## src/rtl/hazard_sequencer.sv

```systemverilog
// Prioritised stall/flush sequencer: memory freeze > branch flush > load-use stall.
// Optional HAZARD_CNT_EN adds saturating StallCnt/WaitCnt statistics counters.
module hazard_sequencer #(
    parameter int FLUSH_CYC   = 1,
    parameter int MEM_TIMEOUT = 15,
    parameter int CNT_W       = 32
) (
    input  logic       CLK,
    input  logic       Reset,
    input  logic       EX_MemRead,
    input  logic [4:0] EX_rt,
    input  logic [4:0] ID_rs,
    input  logic [4:0] ID_rt,
    input  logic       ID_UseRt,
    input  logic       EX_BranchTaken,
    input  logic       MEM_Req,
    input  logic       MEM_Ready,
    output logic       PCWre,
    output logic       IF_ID_Wre,
    output logic       ID_EX_Wre,
    output logic       EX_MEM_Wre,
    output logic       MEM_WB_Wre,
    output logic       IF_ID_Flush,
    output logic       ControlSrc,
    output logic       MemErr
`ifdef HAZARD_CNT_EN
    ,
    output logic [CNT_W-1:0] StallCnt,
    output logic [CNT_W-1:0] WaitCnt
`endif
);

    localparam logic [1:0] S_RUN   = 2'd0;
    localparam logic [1:0] S_WAIT  = 2'd1;
    localparam logic [1:0] S_FLUSH = 2'd2;

    localparam logic [1:0] FC_INIT = 2'(FLUSH_CYC - 1);
    localparam logic [7:0] WC_MAX  = 8'(MEM_TIMEOUT);

    if (FLUSH_CYC < 1 || FLUSH_CYC > 2 || MEM_TIMEOUT < 1 || MEM_TIMEOUT > 255 || CNT_W < 1) begin : g_param_check
        $error("hazard_sequencer: illegal parameter value");
    end

    logic [1:0] state, state_nxt;
    logic [1:0] fc, fc_nxt;
    logic [7:0] wc, wc_nxt;
    logic       err_set;
    logic       lu, mw, timeout, freeze, flush, stall;

    assign lu = EX_MemRead && (EX_rt != 5'd0) &&
                ((EX_rt == ID_rs) || (ID_UseRt && (EX_rt == ID_rt)));
    assign mw = MEM_Req && !MEM_Ready;

    assign timeout = (state == S_WAIT) && !MEM_Ready && (wc == WC_MAX);
    assign freeze  = mw && !timeout;
    // A branch held in EX across a freeze is flushed on the release cycle.
    assign flush   = !freeze && ((state == S_FLUSH) ||
                     (EX_BranchTaken && ((state == S_RUN) || ((state == S_WAIT) && MEM_Ready))));
    assign stall   = lu && !freeze && !flush && !timeout;

    always_comb begin
        state_nxt = state;
        fc_nxt    = fc;
        wc_nxt    = wc;
        err_set   = 1'b0;
        case (state)
            S_RUN: begin
                if (mw) begin
                    state_nxt = S_WAIT;
                    wc_nxt    = 8'd1;
                end else if (EX_BranchTaken) begin
                    state_nxt = S_FLUSH;
                    fc_nxt    = FC_INIT;
                end
            end
            S_WAIT: begin
                if (MEM_Ready) begin
                    if (EX_BranchTaken) begin
                        state_nxt = S_FLUSH;
                        fc_nxt    = FC_INIT;
                    end else begin
                        state_nxt = S_RUN;
                    end
                end else if (wc == WC_MAX) begin
                    state_nxt = S_RUN;
                    err_set   = 1'b1;
                end else begin
                    wc_nxt = wc + 8'd1;
                end
            end
            S_FLUSH: begin
                if (mw) begin
                    state_nxt = S_WAIT;
                    wc_nxt    = 8'd1;
                end else if (fc == 2'd0) begin
                    state_nxt = S_RUN;
                end else begin
                    fc_nxt = fc - 2'd1;
                end
            end
            default: state_nxt = S_RUN;
        endcase
    end

    always_ff @(posedge CLK) begin
        if (!Reset) begin
            state  <= S_RUN;
            fc     <= 2'd0;
            wc     <= 8'd0;
            MemErr <= 1'b0;
        end else begin
            state <= state_nxt;
            fc    <= fc_nxt;
            wc    <= wc_nxt;
            if (err_set) MemErr <= 1'b1;
        end
    end

    always_comb begin
        PCWre       = 1'b1;
        IF_ID_Wre   = 1'b1;
        ID_EX_Wre   = 1'b1;
        EX_MEM_Wre  = 1'b1;
        MEM_WB_Wre  = 1'b1;
        IF_ID_Flush = 1'b0;
        ControlSrc  = 1'b0;
        if (!Reset) begin
            {PCWre, IF_ID_Wre, ID_EX_Wre, EX_MEM_Wre, MEM_WB_Wre} = 5'b00000;
            IF_ID_Flush = 1'b1;
            ControlSrc  = 1'b1;
        end else if (freeze) begin
            {PCWre, IF_ID_Wre, ID_EX_Wre, EX_MEM_Wre, MEM_WB_Wre} = 5'b00000;
        end else if (flush) begin
            IF_ID_Flush = 1'b1;
            ControlSrc  = 1'b1;
        end else if (stall) begin
            PCWre      = 1'b0;
            IF_ID_Wre  = 1'b0;
            ControlSrc = 1'b1;
        end
    end

`ifdef HAZARD_CNT_EN
    always_ff @(posedge CLK) begin
        if (!Reset) begin
            StallCnt <= '0;
            WaitCnt  <= '0;
        end else begin
            if (stall && (StallCnt != '1)) StallCnt <= StallCnt + 1'b1;
            if (freeze && (WaitCnt != '1)) WaitCnt <= WaitCnt + 1'b1;
        end
    end
`endif

endmodule
```

## config.mk

```make
export PLATFORM = sky130hd
export DESIGN_NAME = hazard_sequencer
export DESIGN_NICKNAME = d
export VERILOG_FILES = /design/src/rtl/hazard_sequencer.sv
export SDC_FILE = /design/constraint.sdc
export NUM_CORES = 1
export LEC_CHECK = 0
export CAP_MARGIN = 20
export CELL_PAD_IN_SITES_DETAIL_PLACEMENT = 0
export CELL_PAD_IN_SITES_GLOBAL_PLACEMENT = 1
export CORE_MARGIN = 3
export CORE_UTILIZATION = 35
export CTS_CLUSTER_SIZE = 30
export DETAILED_ROUTE_END_ITERATION = 10
export GPL_ROUTABILITY_DRIVEN = 0
export PLACE_DENSITY_LB_ADDON = 0.3
export SYNTH_ARGS = -nofsm -noshare
export SYNTH_HDL_FRONTEND = slang
export SYNTH_SLANG_ARGS = --single-unit
```

## constraint.sdc

```tcl
create_clock -name CLK -period 4.4 [get_ports CLK]
set_input_delay 1.32 -clock CLK [delete_from_list [all_inputs] [get_ports CLK]]
set_output_delay 1.32 -clock CLK [all_outputs]
set_load 0.01 [all_outputs]
```

==> metrics.md, run 1 <==
| Metric | Value |
|---|---|
| Max Slew Vio Count | `0` |
| Cell area after synthesis | `roughly 900 µm²` |
| Clk_lat worst skew | `0.28 ns` |
| Vias in the first global route | `approximately 880` |
| Total core area | `~2300 µm²` |
| GRT met2 Usage | `between 20 and 25%` |
| # diodes | `0` |
| Nets | `roughly 170` |
| Yosys reg bits | `13` |
| Hold_buf cts | `0` |
| Clock transition at the registers of the reported paths | `0.08 ns` |
| CTS Buffer Depth | `2` |
| Synth area leader | `dfxtp_1` |
| Unrepaired setup endpoints after global routing | `no` |
| Post-synthesis mux area share | `0%` |
| Chip Height | `between 50 and 60 µm` |
| Worst path max stage delay | `~0.47 ns` |
| YS warnings | `0` |
| CP Cell Sequence | `clkdlybuf4s50_1 > or4_1 > o21ai_0 > or2_1 > o31a_1 > dlygate4sd2_1` |
| Die width | `between 50 and 60 µm` |
| CTS tree | `yes` |
| Overall Global Routing Usage | `roughly 14%` |
| Final hold vios | `0` |
| Max IR drop VDD | `about 0.19 mV` |
| Num rows | `17` |
| First-pass GRT wire length | `~3.7 mm` |
| Post-Synth Adder-Cell Area | `under 10%` |
| Synth Area in Simple Gates | `~25%` |
| Layout fillers | `approximately 230` |
| Hold WC Path Type | `reg -> reg` |
| TritonCTS Buffers | `3` |
| Largest net degree at the start of global routing | `14` |
| Startpoint Class | `primary input` |
| Drt pass-1 iters | `4` |
| Worst r2r src | `wc[4]` |
| Port bufs | `29` |
| Maximum fanout along the worst path | `3` |
| Largest family of logic cells by synthesized area | `simple AND/OR/NAND/NOR gates` |
| Starting Density | `approximately two fifths` |
| Period utilization | `96.6%` |
| Hold depth | `1` |
| Most frequent cells in the layout | `clkdlybuf4s50_1 (22), dfxtp_1 (13), xor2_1 (11), buf_4 (9), inv_1 (8)` |
| Fin Clk Skew | `around 0.00053 ns` |
| CP required | `between 3 and 4 ns` |
| Slew margin rel. | `between 60% and 70%` |
| Fraction of layout cells with a size suffix above 1 | `15.5%` |
| Flop2flop setup slack | `~2.7 ns` |
| Iter 0 DRT Violations | `11` |
| # setup viols final | `0` |
| Syn Area/Cell | `roughly 8.7 µm²` |
| Yosys top cell area share | `28.3%` |
| Routed vias/inst | `5.23` |
| HPWL Detailed | `~1.7 mm` |
| GR met1 Demand/Resource | `about 16%` |
| Compound-cell area share of the yosys netlist | `about a quarter` |
| Netlist cell types | `43` |
| Mapped Cells | `about 110` |
| Max frequency | `about 240 MHz` |
| Top FF cell, synth | `dfxtp_1` |
| Layout Area Growth over Synthesis | `42.0%` |
| Worst setup EP type | `primary output` |
| Min Hold Slack | `0.489 ns` |
| Met3 global-route usage | `~5.2%` |
| Initial antenna violation count | `0` |
| Clock Sinks | `13` |
| Remaining Overflow, GRT | `0` |
| Post-synthesis xor/xnor area fraction | `a little under an eighth` |
| Die area | `3280 µm²` |
| Worst path slowest cell | `or4_1` |
| Leakage Power | `about 0.54 nW` |
| Post-route ant nets | `0` |
| Number of synthesized flops with an enable pin | `0` |
| Tmin final | `between 4 and 5 ns` |
| Clock Tree Root | `clkbuf_4` |
| Syn_nets | `between 100 and 150` |
| GRT busiest layer | `met2` |
| Status | `finished, final reports clean` |
| Final Power | `roughly 270 µW` |
| Max cap viols | `0` |
| Most common cell after layout, fill and taps aside | `clkdlybuf4s50_1` |
| Crit Path Category | `in -> out` |
| Total wire length | `around 2 mm` |
| RR Endpoint | `wc[7]` |
| Synth async-reset ratio | `0%` |
| Worst Reg-to-Reg Cells | `4` |
| Hold Path Origin | `MemErr` |
| Worst EP arrival | `2.93 ns` |
| Synth area leaders | `dfxtp_1 (28%), xor2_1 (10%), a2111o_1 (3.7%), a21boi_0 (3.3%), inv_1 (3.3%)` |
| CTS HTree Levels | `1` |
| Power density over cell area | `slightly above 200 nW/µm²` |
| Residual DRC | `0` |
| Ports | `30` |
| DR WL/cell | `approximately 12 µm` |
| Worst slew pin tran | `just under 0.5 ns` |
| Sink of the worst hold path | `MemErr` |
| Post-synthesis sequential area ratio | `around 28%` |
| Vias | `between 800 and 900` |
| Post-layout util | `55.8%` |
## cells by family (layout without fill, tap and decap cells)
logic type | Yosys count | after routing
XOR/XNOR | 12 | 12
AND/OR/NAND/NOR | 38 | 38
buffers and inverters | 14 | 50
flip-flops | 13 | 13
adder cells (fa/ha/maj) | 2 | 2
AO/OA/AOI/OAI | 27 | 27
## cells in the mapped netlist (2+ instances only)
| cell type | instances |
|---|---|
| o2111ai_1 | 3 |
| buf_4 | 3 |
| nand2b_1 | 2 |
| nand3_1 | 4 |
| dfxtp_1 | 13 |
| or4_1 | 3 |
| o211ai_1 | 3 |
| o21a_1 | 2 |
| and3_1 | 3 |
| xor2_1 | 11 |
| ha_1 | 2 |
| a2111o_1 | 3 |
| nor3_1 | 2 |
| a21boi_0 | 4 |
| inv_1 | 8 |
| nand2_1 | 6 |
| buf_6 | 2 |
| nor2_1 | 6 |
| a32oi_1 | 2 |
## sequential cells by signal (all words and copies together), names as in the netlist
signal and cells:
MemErr 1, fc 2, state 2, wc 8
## routing by layer
layer  wire length [µm]  share of wire, %
met3                124               6.1
met4                 31               1.5
met5                  0                 0
met2               1020                50
met1                857                42
## critical path, delay by kind of cell
kind	cells	cell delay (ns)
simple gates	2	0.61
buf+inv	2	0.73
compound gates	2	0.27
## report_power, final
group          internal [mW]  leakage, nW  total [mW]  switching, mW
Clock                 0.0352       0.0150      0.0745         0.0393
Combinational         0.0392        0.424      0.0678         0.0286
Sequential             0.120        0.105       0.123        0.00309
Total                  0.194        0.544       0.265         0.0710
## how the worst max path moves through the flow
| stage | endpoint | from | cells past startpoint | slack, ns |
|---|---|---|---|---|
| 3_3_place_gp | ControlSrc | EX_rt[3] | 6 | -0.20 |
| 3_5_place_dp | IF_ID_Wre | EX_rt[1] | 6 | -0.21 |
| 5_1_grt | IF_ID_Flush | MEM_Ready | 7 | 0.009 |
| 2_1_floorplan | PCWre | MEM_Ready | 5 | 0.67 |
| 6_report | IF_ID_Wre | EX_rt[3] | 6 | 0.15 |
| 4_1_cts | IF_ID_Wre | EX_rt[3] | 6 | 0.03 |
## stage by stage
stage                     area [µm²]  setup slack, ns  std cells  TNS (ns)
after floorplan                  920            0.672        106         0
after global placement          1250           -0.202        164    -0.795
after detailed placement        1250           -0.207        164    -0.886
after CTS                       1280           0.0267        168         0
after global routing            1310          0.00929        170         0
final                           1310            0.151        170         0
## area by class of cell
cell class / instances / area, µm² / area share (%)
Tap cell: 28 / 35.0 / 2.68
Sequential cell: 13 / 260 / 19.9
Clock buffer: 4 / 26.3 / 2.01
Timing Repair Buffer: 38 / 360 / 27.6
Multi-Input combinational cell: 79 / 594 / 45.5
Inverter: 8 / 30.0 / 2.30
## timing repair
| action | 4_1_cts | 5_1_grt |
|---|---|---|
| pin swaps | 1 | 2 |
| gates resized for setup | 5 | 4 |
| setup endpoints to repair | 6 | 5 |
| buffers inserted | 0 | 2 |
No activity file was read; power rests on OpenSTA's default activity.
==> run 2: changes to the inputs <==
CORE_UTILIZATION = 37   (was 35)
CTS_BUF_LIST = sky130_fd_sc_hd__clkbuf_4   (was unset)
REMOVE_ABC_BUFFERS = 1   (was unset)
==> run 2 against run 1 <==
Maximum frequency shrank 1.4%. Power up 1.9%. Sequential power is essentially flat. Hold slack improved by 0.0094 ns. Setup slack lost 0.062 ns. Die area shrank 4.8%. First-iteration DRC count up 27%. Clock-buffer cell count stayed put. Non-clock buffer count increased by 1. Largest cell class unchanged. Largest power group unchanged. Highest routed layer is now met3.
==> metrics.md, run 2 (synthesis results as in run 1) <==
| Metric | Value |
|---|---|
| Post-route ant nets | `0 (unchanged)` |
| Max IR drop VDD | `0.172 mV (-7.4%)` |
| Worst setup path start | `MEM_Ready` |
| Vias in the first global route | `868 (-1.8%)` |
| Most common cell after layout, fill and taps aside | `clkdlybuf4s50_1` |
| Max Slew Vio Count | `0 (unchanged)` |
| Max frequency | `232 MHz (-1.4%)` |
| Residual DRC | `0 (unchanged)` |
| # diodes | `0 (unchanged)` |
| Worst setup EP type | `primary output` |
| Startpoint Class | `primary input` |
| Hold WC Path Type | `reg -> reg` |
| Clock Tree Root | `clkbuf_4` |
| Worst r2r src | `wc[4]` |
| Num rows | `17 (unchanged)` |
| Power density over cell area | `207 nW/µm² (+2.2%)` |
| Worst Reg-to-Reg Cells | `4 (unchanged)` |
| Buffers and inverters on the worst path | `3 (+1)` |
| Hold depth | `1 (unchanged)` |
| Ports | `30 (unchanged)` |
| Port bufs | `29 (unchanged)` |
| Iter 0 DRT Violations | `14 (+3)` |
| Vias | `891 (+0.22%)` |
| Initial antenna violation count | `0 (unchanged)` |
| Period utilization | `98.0% (+1.4 points)` |
| Largest net degree at the start of global routing | `14 (unchanged)` |
| Crit path max-delay family | `buffers and inverters` |
| Multi-input gate area | `588 µm² (-1.1%)` |
| Top Registers | `wc x8, fc x2, state x2` |
| Total wire length | `2.20 mm (+8.4%)` |
| Slew margin rel. | `65.1% (-2.1 points)` |
| Hold_buf cts | `0 (unchanged)` |
| Total core area | `2280 µm² (-2.7%)` |
| Setup_tns | `0 ns (unchanged)` |
| Worst path max stage delay | `0.53 ns (+0.06 ns)` |
| Clock Sinks | `13 (unchanged)` |
| Overall Global Routing Usage | `14.3% (+0.18 points)` |
| Remaining Overflow, GRT | `0 (unchanged)` |
| Nets | `168 (+0.60%)` |
| Instance count on the critical path | `6 (unchanged)` |
| Fraction of layout cells with a size suffix above 1 | `16.8% (+1.3 points)` |
| Chip Height | `55.9 µm (-2.5%)` |
| First-pass GRT wire length | `3.62 mm (-2.4%)` |
| CTS tree | `yes` |
| CP required | `3.08 ns (about the same)` |
| Top reg by flops | `wc` |
| Max cap viols | `0 (unchanged)` |
| Leakage Power | `0.516 nW (-5.2%)` |
| Flop2flop setup slack | `2.60 ns (-0.05 ns)` |
| HPWL Detailed | `1.80 mm (+5.9%)` |
| Most frequent cells in the layout | `clkdlybuf4s50_1 (25), dfxtp_1 (13), xor2_1 (11), buf_4 (10), inv_1 (8)` |
| Setup crit end | `EX_MEM_Wre` |
| Min Hold Slack | `0.498 ns (+0.00940 ns)` |
| CTS Buffer Depth | `2 (unchanged)` |
| Unrepaired setup endpoints after global routing | `no` |
| Clk_lat worst skew | `0.27 ns (about the same)` |
| Maximum fanout along the worst path | `3 (unchanged)` |
| Layout fillers | `217 (-7.3%)` |
| Layout Area Growth over Synthesis | `41.6%` |
| CTS HTree Levels | `1 (unchanged)` |
| RR Endpoint | `wc[4]` |
| Status | `finished, final reports clean` |
| Die area | `3120 µm² (-4.8%)` |
| Tmin final | `4.31 ns (+0.0622 ns)` |
| Clock transition at the registers of the reported paths | `0.08 ns (about the same)` |
| Fin Clk Skew | `0.00329 ns (+0.00276 ns)` |
| Final hold vios | `0 (unchanged)` |
| Worst path slowest cell | `clkdlybuf4s50_1` |
| Routed vias/inst | `5.21 (-0.36%)` |
| Max reg flops | `8 (unchanged)` |
| FF+latch area | `260 µm² (unchanged)` |
| Worst EP arrival | `2.99 ns (+0.06 ns)` |
| Die width | `55.9 µm (-2.5%)` |
| Starting Density | `40.4% (+1.1 points)` |
| Worst slew pin tran | `0.523 ns (+0.0317 ns)` |
| Most common cell on crit path | `clkdlybuf4s50_1` |
| Crit Path Category | `in -> out` |
| TritonCTS Buffers | `3 (unchanged)` |
| Drt pass-1 iters | `4 (unchanged)` |
| # setup viols final | `0 (unchanged)` |
| CP Cell Sequence | `clkdlybuf4s50_1 > or2b_1 > nor4_4 > o21a_2 > buf_4 > clkdlybuf4s50_1` |
| DR WL/cell | `12.9 µm (+7.8%)` |
-- run 2: cell types whose count changed in the layout (fill, tap and decap cells not counted), moves of 2 or more --
| cell | change |
|---|---|
| dlygate4sd2_1 | -3 |
| clkdlybuf4s15_1 | +2 |
| dlymetal6s2s_1 | -3 |
| clkdlybuf4s50_1 | +3 |
-- run 2: worst reg2reg max path, cell delays in order, from the launching register on --
cell and delay, ns:
dfxtp_1 0.37, or4_4 0.59, o21ai_2 0.45, a2111o_1 0.24, nand2_1 0.05
-- run 2: layout make-up --
type	instances	share of cell area (%)
multi-input combinational	79	45.1
timing repair buffer	39	27.6
sequential	13	20.0
tap	28	2.69
clock buffer	4	2.31
inverter	8	2.31
-- run 2: per-stage QoR --
stage               power (mW)  worst slack [ns]  std cells  cell area, µm²  utilization, %
floorplan                0.152             0.687        100             870               -
global placement         0.195            -0.149        166            1260            55.5
detailed placement       0.196            -0.155        166            1260            55.5
CTS                      0.275            0.0129        171            1300            57.3
global route             0.286           0.00190        171            1300            57.2
finish                   0.270            0.0892        171            1300            57.2
-- run 2: repair_timing --
item                       in CTS  in global routing
setup buffers                   1                  0
setup endpoints to repair       6                  3
resized for setup               5                  4
pin swaps                       2                  3
-- run 2: worst min-delay path by stage --
stage	startpoint	endpoint	slack (ns)
finish	MemErr	MemErr	0.50
CTS	MemErr	MemErr	0.51
detailed placement	MemErr	MemErr	0.49
global placement	MemErr	MemErr	0.45
global route	MemErr	MemErr	0.53
floorplan	fc[1]	fc[1]	0.47
-- run 2: where the power goes --
group	leakage [nW]	internal [mW]	switching (mW)
logic	0.392	0.0399	0.0293
clock network	0.0184	0.0413	0.0367
registers	0.105	0.120	0.00318
total	0.516	0.201	0.0692
-- run 2: layer usage --
layer	track usage [%]	routed length, µm	vias up	share of wire, %
li1	-	-	461	-
met1	15.8	942	413	43
met2	27.0	1180	17	53
met3	4.87	83	0	3.8
met4	1.36	0	0	0
met5	0	0	-	0
